## src/rtl/dwt53_pkg.sv

```systemverilog
`default_nettype none
// ============================================================================
// Module      : dwt53_pkg
// Description : Shared definitions for the 5/3 lifting datapath: flag bit
//               positions, lifting mode encodings and the narrowing helper.
// Revision    : 1.0 - initial release
// ============================================================================
package dwt53_pkg;

    // Bit positions inside the 3-bit flags word
    localparam int FLG_EN   = 2;
    localparam int FLG_INV  = 1;
    localparam int FLG_PRED = 0;

    // Lifting mode, encoded as {inverse, predict}
    typedef enum logic [1:0] {
        FWD_UPD  = 2'b00,
        FWD_PRED = 2'b01,
        INV_UPD  = 2'b10,
        INV_PRED = 2'b11
    } lift_mode_e;

    // Narrowed value (sign-extended to 32 bits) plus clamp/wrap indicator
    typedef struct packed {
        logic signed [31:0] value;
        logic               flag;
    } narrow_t;

    // Narrow a signed value to ow bits, either clamping (sat=1) or keeping
    // the ow LSBs (sat=0). flag reports that the value could not be kept.
    // ow is expected to be an elaboration-time constant in 2..31.
    function automatic narrow_t sat_narrow(input logic signed [31:0] value,
                                           input int                 ow,
                                           input bit                 sat);
        logic signed [31:0] hi;
        logic signed [31:0] lo;
        logic signed [31:0] wrapped;
        narrow_t            r;
        hi      = (32'sd1 <<< (ow - 1)) - 32'sd1;
        lo      = -hi - 32'sd1;
        wrapped = (value <<< (32 - ow)) >>> (32 - ow);
        r.value = value;
        r.flag  = 1'b0;
        if (sat) begin
            if (value > hi) begin
                r.value = hi;
                r.flag  = 1'b1;
            end else if (value < lo) begin
                r.value = lo;
                r.flag  = 1'b1;
            end
        end else begin
            r.value = wrapped;
            r.flag  = (wrapped != value);
        end
        return r;
    endfunction

endpackage
`default_nettype wire

```

## src/rtl/lift_step_core.sv

```systemverilog
`default_nettype none
// ============================================================================
// Module      : lift_step_core
// Description : Combinational second-stage math of the 5/3 lifting step:
//               shift of the pre-summed neighbours, add/sub against the
//               centre sample and narrowing to the output width.
// Revision    : 1.0 - initial release
// ============================================================================
module lift_step_core
    import dwt53_pkg::*;
#(
    parameter int IW  = 10,
    parameter int OW  = 11,
    parameter int SAT = 1
) (
    input  logic        [2:0]    i_flags,
    input  logic signed [IW-1:0] i_sam,
    input  logic signed [IW+1:0] i_sum,   // left+right, +2 already added for update
    output logic signed [OW-1:0] o_res,
    output logic                 o_sat
);

    lift_mode_e             w_mode;
    logic signed [IW+1:0]   w_sam_x;
    logic signed [IW+1:0]   w_pred;
    logic signed [IW+1:0]   w_upd;
    logic signed [IW+1:0]   w_full;

    assign w_mode  = lift_mode_e'(i_flags[FLG_INV:FLG_PRED]);
    assign w_sam_x = (IW+2)'(i_sam);
    assign w_pred  = i_sum >>> 1;
    assign w_upd   = i_sum >>> 2;

    // Full-precision lifting result; disabled steps pass the sample through
    always_comb begin
        w_full = w_sam_x;
        if (i_flags[FLG_EN]) begin
            case (w_mode)
                FWD_PRED: w_full = w_sam_x - w_pred;
                FWD_UPD:  w_full = w_sam_x + w_upd;
                INV_PRED: w_full = w_sam_x + w_pred;
                INV_UPD:  w_full = w_sam_x - w_upd;
                default:  w_full = w_sam_x;
            endcase
        end
    end

    generate
        if (OW >= IW + 2) begin : g_wide
            // Every full-precision value fits, so nothing can clamp or wrap
            assign o_res = OW'(w_full);
            assign o_sat = 1'b0;
        end else begin : g_narrow
            narrow_t w_n;
            assign w_n   = sat_narrow(32'(w_full), OW, SAT != 0);
            assign o_res = OW'(w_n.value);
            assign o_sat = w_n.flag;
        end
    endgenerate

endmodule
`default_nettype wire

```

## src/rtl/lift_step_pipe.sv

```systemverilog
`default_nettype none
// ============================================================================
// Module      : lift_step_pipe
// Description : Two-stage pipelined 5/3 lifting step (forward/inverse,
//               predict/update) with valid/ready flow control, sideband tag
//               and optional output saturation.
// Revision    : 1.0 - initial release
// ============================================================================
module lift_step_pipe
    import dwt53_pkg::*;
#(
    parameter int IW  = 10,
    parameter int OW  = 11,
    parameter int TW  = 4,
    parameter int SAT = 1
) (
    input  logic                 clk_i,
    input  logic                 rst_n_i,
    input  logic        [2:0]    flags_i,
    input  logic signed [IW-1:0] left_i,
    input  logic signed [IW-1:0] sam_i,
    input  logic signed [IW-1:0] right_i,
    input  logic        [TW-1:0] tag_i,
    input  logic                 valid_i,
    output logic                 ready_o,
    output logic signed [OW-1:0] res_o,
    output logic        [TW-1:0] tag_o,
    output logic                 sat_o,
    output logic                 valid_o,
    input  logic                 ready_i
);

    // Stage 1 registers
    logic signed [IW-1:0] r_s1_sam;
    logic signed [IW+1:0] r_s1_sum;
    logic        [2:0]    r_s1_flags;
    logic        [TW-1:0] r_s1_tag;
    logic                 r_s1_valid;

    // Stage 2 (output) registers
    logic signed [OW-1:0] r_res;
    logic        [TW-1:0] r_tag;
    logic                 r_sat;
    logic                 r_valid;

    logic                 w_s2_adv;
    logic                 w_in_xfer;
    logic signed [IW+1:0] w_rnd;
    logic signed [IW+1:0] w_sum;
    logic signed [OW-1:0] w_core_res;
    logic                 w_core_sat;

    // Bubble-collapsing handshake: a stage moves whenever its successor
    // is empty or draining, so ready_o never looks at valid_i
    assign w_s2_adv  = !r_valid || ready_i;
    assign ready_o   = !r_s1_valid || w_s2_adv;
    assign w_in_xfer = valid_i && ready_o;

    // Update rounding constant is folded into the stage-1 neighbour sum
    assign w_rnd = flags_i[FLG_PRED] ? '0 : (IW+2)'(2);
    assign w_sum = (IW+2)'(left_i) + (IW+2)'(right_i) + w_rnd;

    // Stage 1: capture operands on input transfer, empty when drained
    always_ff @(posedge clk_i or negedge rst_n_i) begin
        if (!rst_n_i) begin
            r_s1_sam   <= '0;
            r_s1_sum   <= '0;
            r_s1_flags <= '0;
            r_s1_tag   <= '0;
            r_s1_valid <= 1'b0;
        end else if (w_in_xfer) begin
            r_s1_sam   <= sam_i;
            r_s1_sum   <= w_sum;
            r_s1_flags <= flags_i;
            r_s1_tag   <= tag_i;
            r_s1_valid <= 1'b1;
        end else if (w_s2_adv) begin
            r_s1_valid <= 1'b0;
        end
    end

    lift_step_core #(
        .IW  (IW),
        .OW  (OW),
        .SAT (SAT)
    ) u_core (
        .i_flags (r_s1_flags),
        .i_sam   (r_s1_sam),
        .i_sum   (r_s1_sum),
        .o_res   (w_core_res),
        .o_sat   (w_core_sat)
    );

    // Stage 2: register the result; hold everything while stalled
    always_ff @(posedge clk_i or negedge rst_n_i) begin
        if (!rst_n_i) begin
            r_res   <= '0;
            r_tag   <= '0;
            r_sat   <= 1'b0;
            r_valid <= 1'b0;
        end else if (w_s2_adv) begin
            r_valid <= r_s1_valid;
            if (r_s1_valid) begin
                r_res <= w_core_res;
                r_tag <= r_s1_tag;
                r_sat <= w_core_sat;
            end
        end
    end

    assign res_o   = r_res;
    assign tag_o   = r_tag;
    assign sat_o   = r_sat;
    assign valid_o = r_valid;

endmodule
`default_nettype wire

```

## config.mk

```make
export PLATFORM = sky130hd
export DESIGN_NAME = lift_step_pipe
export DESIGN_NICKNAME = d
export VERILOG_FILES = /design/src/rtl/dwt53_pkg.sv /design/src/rtl/lift_step_core.sv /design/src/rtl/lift_step_pipe.sv
export SDC_FILE = /design/constraint.sdc
export NUM_CORES = 1
export LEC_CHECK = 0
export ABC_AREA = 1
export CAP_MARGIN = 20
export CELL_PAD_IN_SITES_DETAIL_PLACEMENT = 1
export CELL_PAD_IN_SITES_GLOBAL_PLACEMENT = 1
export CORE_MARGIN = 3
export CORE_UTILIZATION = 36
export DETAILED_ROUTE_END_ITERATION = 16
export HOLD_SLACK_MARGIN = 0.03
export PLACE_DENSITY = 0.79
export SLEW_MARGIN = 20
export SYNTH_ARGS = -nofsm -noshare
export SYNTH_HDL_FRONTEND = slang
export SYNTH_SLANG_ARGS = --single-unit
export TNS_END_PERCENT = 20
```

## constraint.sdc

```tcl
create_clock -name clk_i -period 2.9 [get_ports clk_i]
set_input_delay 0.435 -clock clk_i [delete_from_list [all_inputs] [get_ports clk_i]]
set_output_delay 0.435 -clock clk_i [all_outputs]
set_load 0.01 [all_outputs]
```

==> results.md <==
- Max VDD drop: 0.273 mV
- Initial antenna violation count: 0
- Synth Cell Area: 0.00473 sq mm
- CP startpoint: r_s1_sum[1]$_DFFE_PN0P_
- Sequential-to-total area share from yosys stat: 0.243
- Top post-synthesis cells by count: nand2_1 (247), inv_1 (96), nor2_1 (57)
- Die width: 121 um
- Dpl cell area: 0.00567 sq mm
- Period utilization: 1.09
- Clock Latency Late Sink: 0.31 ns
- CTS tree: built
- Num CTS Buffers: 5
- Die H: 121 um
- Clock Tree Buf Depth: 2
- Slew HR: 0.549
- Cell Chain, Critical Path: inv_2, ha_4, inv_4, nor3_4, inv_2, nor2_4, nand3_2, o31ai_2, xor2_1, ha_1, nand2_2, a21oi_1, nor2_4, nand2_1, nor2_4, nand3_2, nand3_4, nand2_4, nand3_2, nand2_1, nand2_1, nand2_1
- Final worst path period need: 3.17 ns
- Post-synth EDFFs: 0
- Reg2reg start: r_s1_sum[1]$_DFFE_PN0P_
- Req. time, crit path: 3.16 ns
- Total power: 4.72 mW
- Clock transition at the registers of the reported paths: 0.08 ns
- First-pass GRT wire length: 27.2 mm
- Hold WC Path Type: input pin to asynchronous set/reset pin
- Antenna Nets Post-Route: 0
- Clk_skew: 0.0176 ns
- Initial core utilization: 0.372
- Delay of the slowest critical-path stage: 0.39 ns
- Crit path kind: flip-flop to flip-flop
- Root Buffer: clkbuf_16
- Max-Cap Viols: 0
- Top_reg_cell synth: dfrtp_1
- NumNets Final: 912
- Top-count cell post-synth: nand2_1
- P per Cell Area: 784 mW/mm^2
- Largest net degree at the start of global routing: 47
- Synthesized area per cell: 6.52 sq um
- Max Clk Rate: 315 MHz
- Failing checks: setup timing
- Slew Limit Fails: 0
- Die Area: 0.0146 sq mm
- DR iter-0 viols: 314
- Syn nets: 824
- Reg-to-reg endpoint: res_o[7]$_DFFE_PN0P_
- Post-synthesis async set-or-reset flop share: 1.00
- Critical Path Fanout Max: 5
- Area growth from synthesis to layout: 27.3%
- Core Box Area: 0.0127 sq mm
- Synth Instances: 726
- Cts hold-fix bufs: 0
- Vias: 5,139
- Warning count from the yosys run: 0
- Most frequent cell on the critical path: nand2_1
- PortBufs: 58
- DRC violations left: 0
- Vias in the first global route: 5,289
- Setup violators final: 12
- Final instance area: 0.00602 sq mm
- Startpoint Class: flip-flop
- Ports: 59
- Pleak: 3.16 nW
- Worst EP arrival: 3.43 ns
- RSZ-0062 raised after global routing: yes
- Worst Reg2Reg Path Length in Cells: 22
- Htree depth: 2
- Pre-CTS setup slack: -0.425 ns
- Post-synth top area share: 0.243
- Final WL: 17.3 mm
- Rows: 41
- DP HPWL: 13.7 mm
- Area contributors post-synth: dfrtp_1 (24%), nand2_1 (20%), ha_1 (14%)
- Buf+Inv Stages, Crit Path: 3
- Worst reg-to-reg setup slack: -0.27 ns
- Crit end category: flip-flop
- Post-synth top area cell: dfrtp_1
- Worst slew pin tran: 0.674 ns
- Synth unique cells: 39
- Final setup margin: -0.275 ns
- Avg WL per Cell: 17.5 um
- Fin. Hold Viols: 0
- Outcome: complete, but fails checks
- Grt ovf: 0
- Critical Path Slowest Stage Cell: dfrtp_1
- First-pass DRT Iterations: 4
- Ant diodes: 0
- Top Family by Delay on Critical Path: simple AND/OR/NAND/NOR gates
- Seq cells post-synth: 46
- Share of cells above drive strength 1: 0.135
- Via density: 5.21
- Gr usage total: 0.236
- CTS Sinks: 46
- Global placement routability congestion: 0.934
- Fin Setup TNS: -2.93 ns
how the worst max path moves through the flow:
stage / to / slack, ns / depth (start not counted)
6_report: res_o[7]$_DFFE_PN0P_ / -0.27 / 22
5_1_grt: res_o[6]$_DFFE_PN0P_ / -0.50 / 23
4_1_cts: res_o[9]$_DFFE_PN0P_ / -0.20 / 22
3_5_place_dp: res_o[0]$_DFFE_PN0P_ / -0.43 / 22
3_3_place_gp: res_o[3]$_DFFE_PN0P_ / -0.16 / 23
2_1_floorplan: res_o[3]$_DFFE_PN0P_ / 0.09 / 24
state kept, by name (all words and copies together) (netlist names):
signal and count:
r_s1_sum 11, res_o 11, r_s1_sam 10, r_s1_tag 4
tag_o 4, r_s1_flags 3, r_s1_valid 1, sat_o 1
valid_o 1
final cells by class:
class,instances,area (sq um)
fill,1728,6700
clock inverter,3,23.8
tap,172,215
clock buffer,5,125
multi-input combinational,559,3240
timing repair buffer,96,863
sequential,46,1150
inverter,106,403
power by group:
group / switching, mW / total (mW) / internal [mW] / leakage [nW]
clock network: 0.279 / 0.602 / 0.323 / 0.0664
registers: 0.167 / 0.980 / 0.814 / 0.561
logic: 1.95 / 3.14 / 1.19 / 2.54
total: 2.40 / 4.72 / 2.32 / 3.16
metal layers:
| layer | vias to the layer above | GRT usage | routed length, um |
|---|---|---|---|
| met1 | 2483 | 0.309 | 7570 |
| li1 | 2490 | - | - |
| met3 | 44 | 0.0225 | 690 |
| met4 | 0 | 0.0914 | 697 |
| met2 | 122 | 0.402 | 8310 |
| met5 | - | 0 | 0 |
worst register-to-register path: cells and delay by family, from the launching register on:
| kind | cells | cell delay, ns |
|---|---|---|
| compound gates | 2 | 0.50 |
| xor+xnor | 1 | 0.12 |
| fa+ha+maj | 2 | 0.50 |
| buf+inv | 3 | 0.20 |
| flops | 1 | 0.39 |
| simple gates | 14 | 1.41 |
repair_timing:
item,4_1_cts,5_1_grt
gates resized for setup,21,17
pin swaps,12,16
gates cloned,2,0
setup endpoints to repair,12,12
buffers inserted,3,2
cell usage in the layout (no fill, tap or decap), drive strengths merged:
| cell type | instances |
|---|---|
| inv | 106 |
| xnor2 | 1 |
| o31ai | 2 |
| clkdlybuf4s50 | 57 |
| nor3 | 3 |
| clkbuf | 5 |
| xor2 | 16 |
| dfrtp | 46 |
| a31oi | 3 |
| nand3 | 57 |
| fa | 5 |
| o221ai | 2 |
| o21bai | 7 |
| o22ai | 3 |
| buf | 39 |
| nand4 | 10 |
| o2111ai | 1 |
| ha | 52 |
| clkinvlp | 2 |
| o21ai | 46 |
| a21oi | 29 |
| or2 | 2 |
| nand3b | 1 |
| o211ai | 2 |
| nand2 | 257 |
| nor2 | 59 |
| nor4 | 1 |
| clkinv | 1 |
cell families after synthesis:
| logic type | Yosys count | synth area share |
|---|---|---|
| flip-flops | 46 | 0.243 |
| adder cells (fa/ha/maj) | 57 | 0.159 |
| AO/OA/AOI/OAI | 95 | 0.114 |
| XOR/XNOR | 17 | 0.0315 |
| AND/OR/NAND/NOR | 388 | 0.347 |
| buffers and inverters | 123 | 0.106 |
through the flow:
| step | util | std cells | hold slack, ns |
|---|---|---|---|
| 3_3_place_gp | 0.446 | 972 | 0.467 |
| 5_1_grt | 0.473 | 987 | 0.178 |
| 3_5_place_dp | 0.446 | 972 | 0.469 |
| 4_1_cts | 0.468 | 985 | 0.360 |
| 2_1_floorplan | - | 726 | 0.139 |
| 6_report | 0.473 | 987 | 0.131 |
Power figures use the tool's default switching activity.
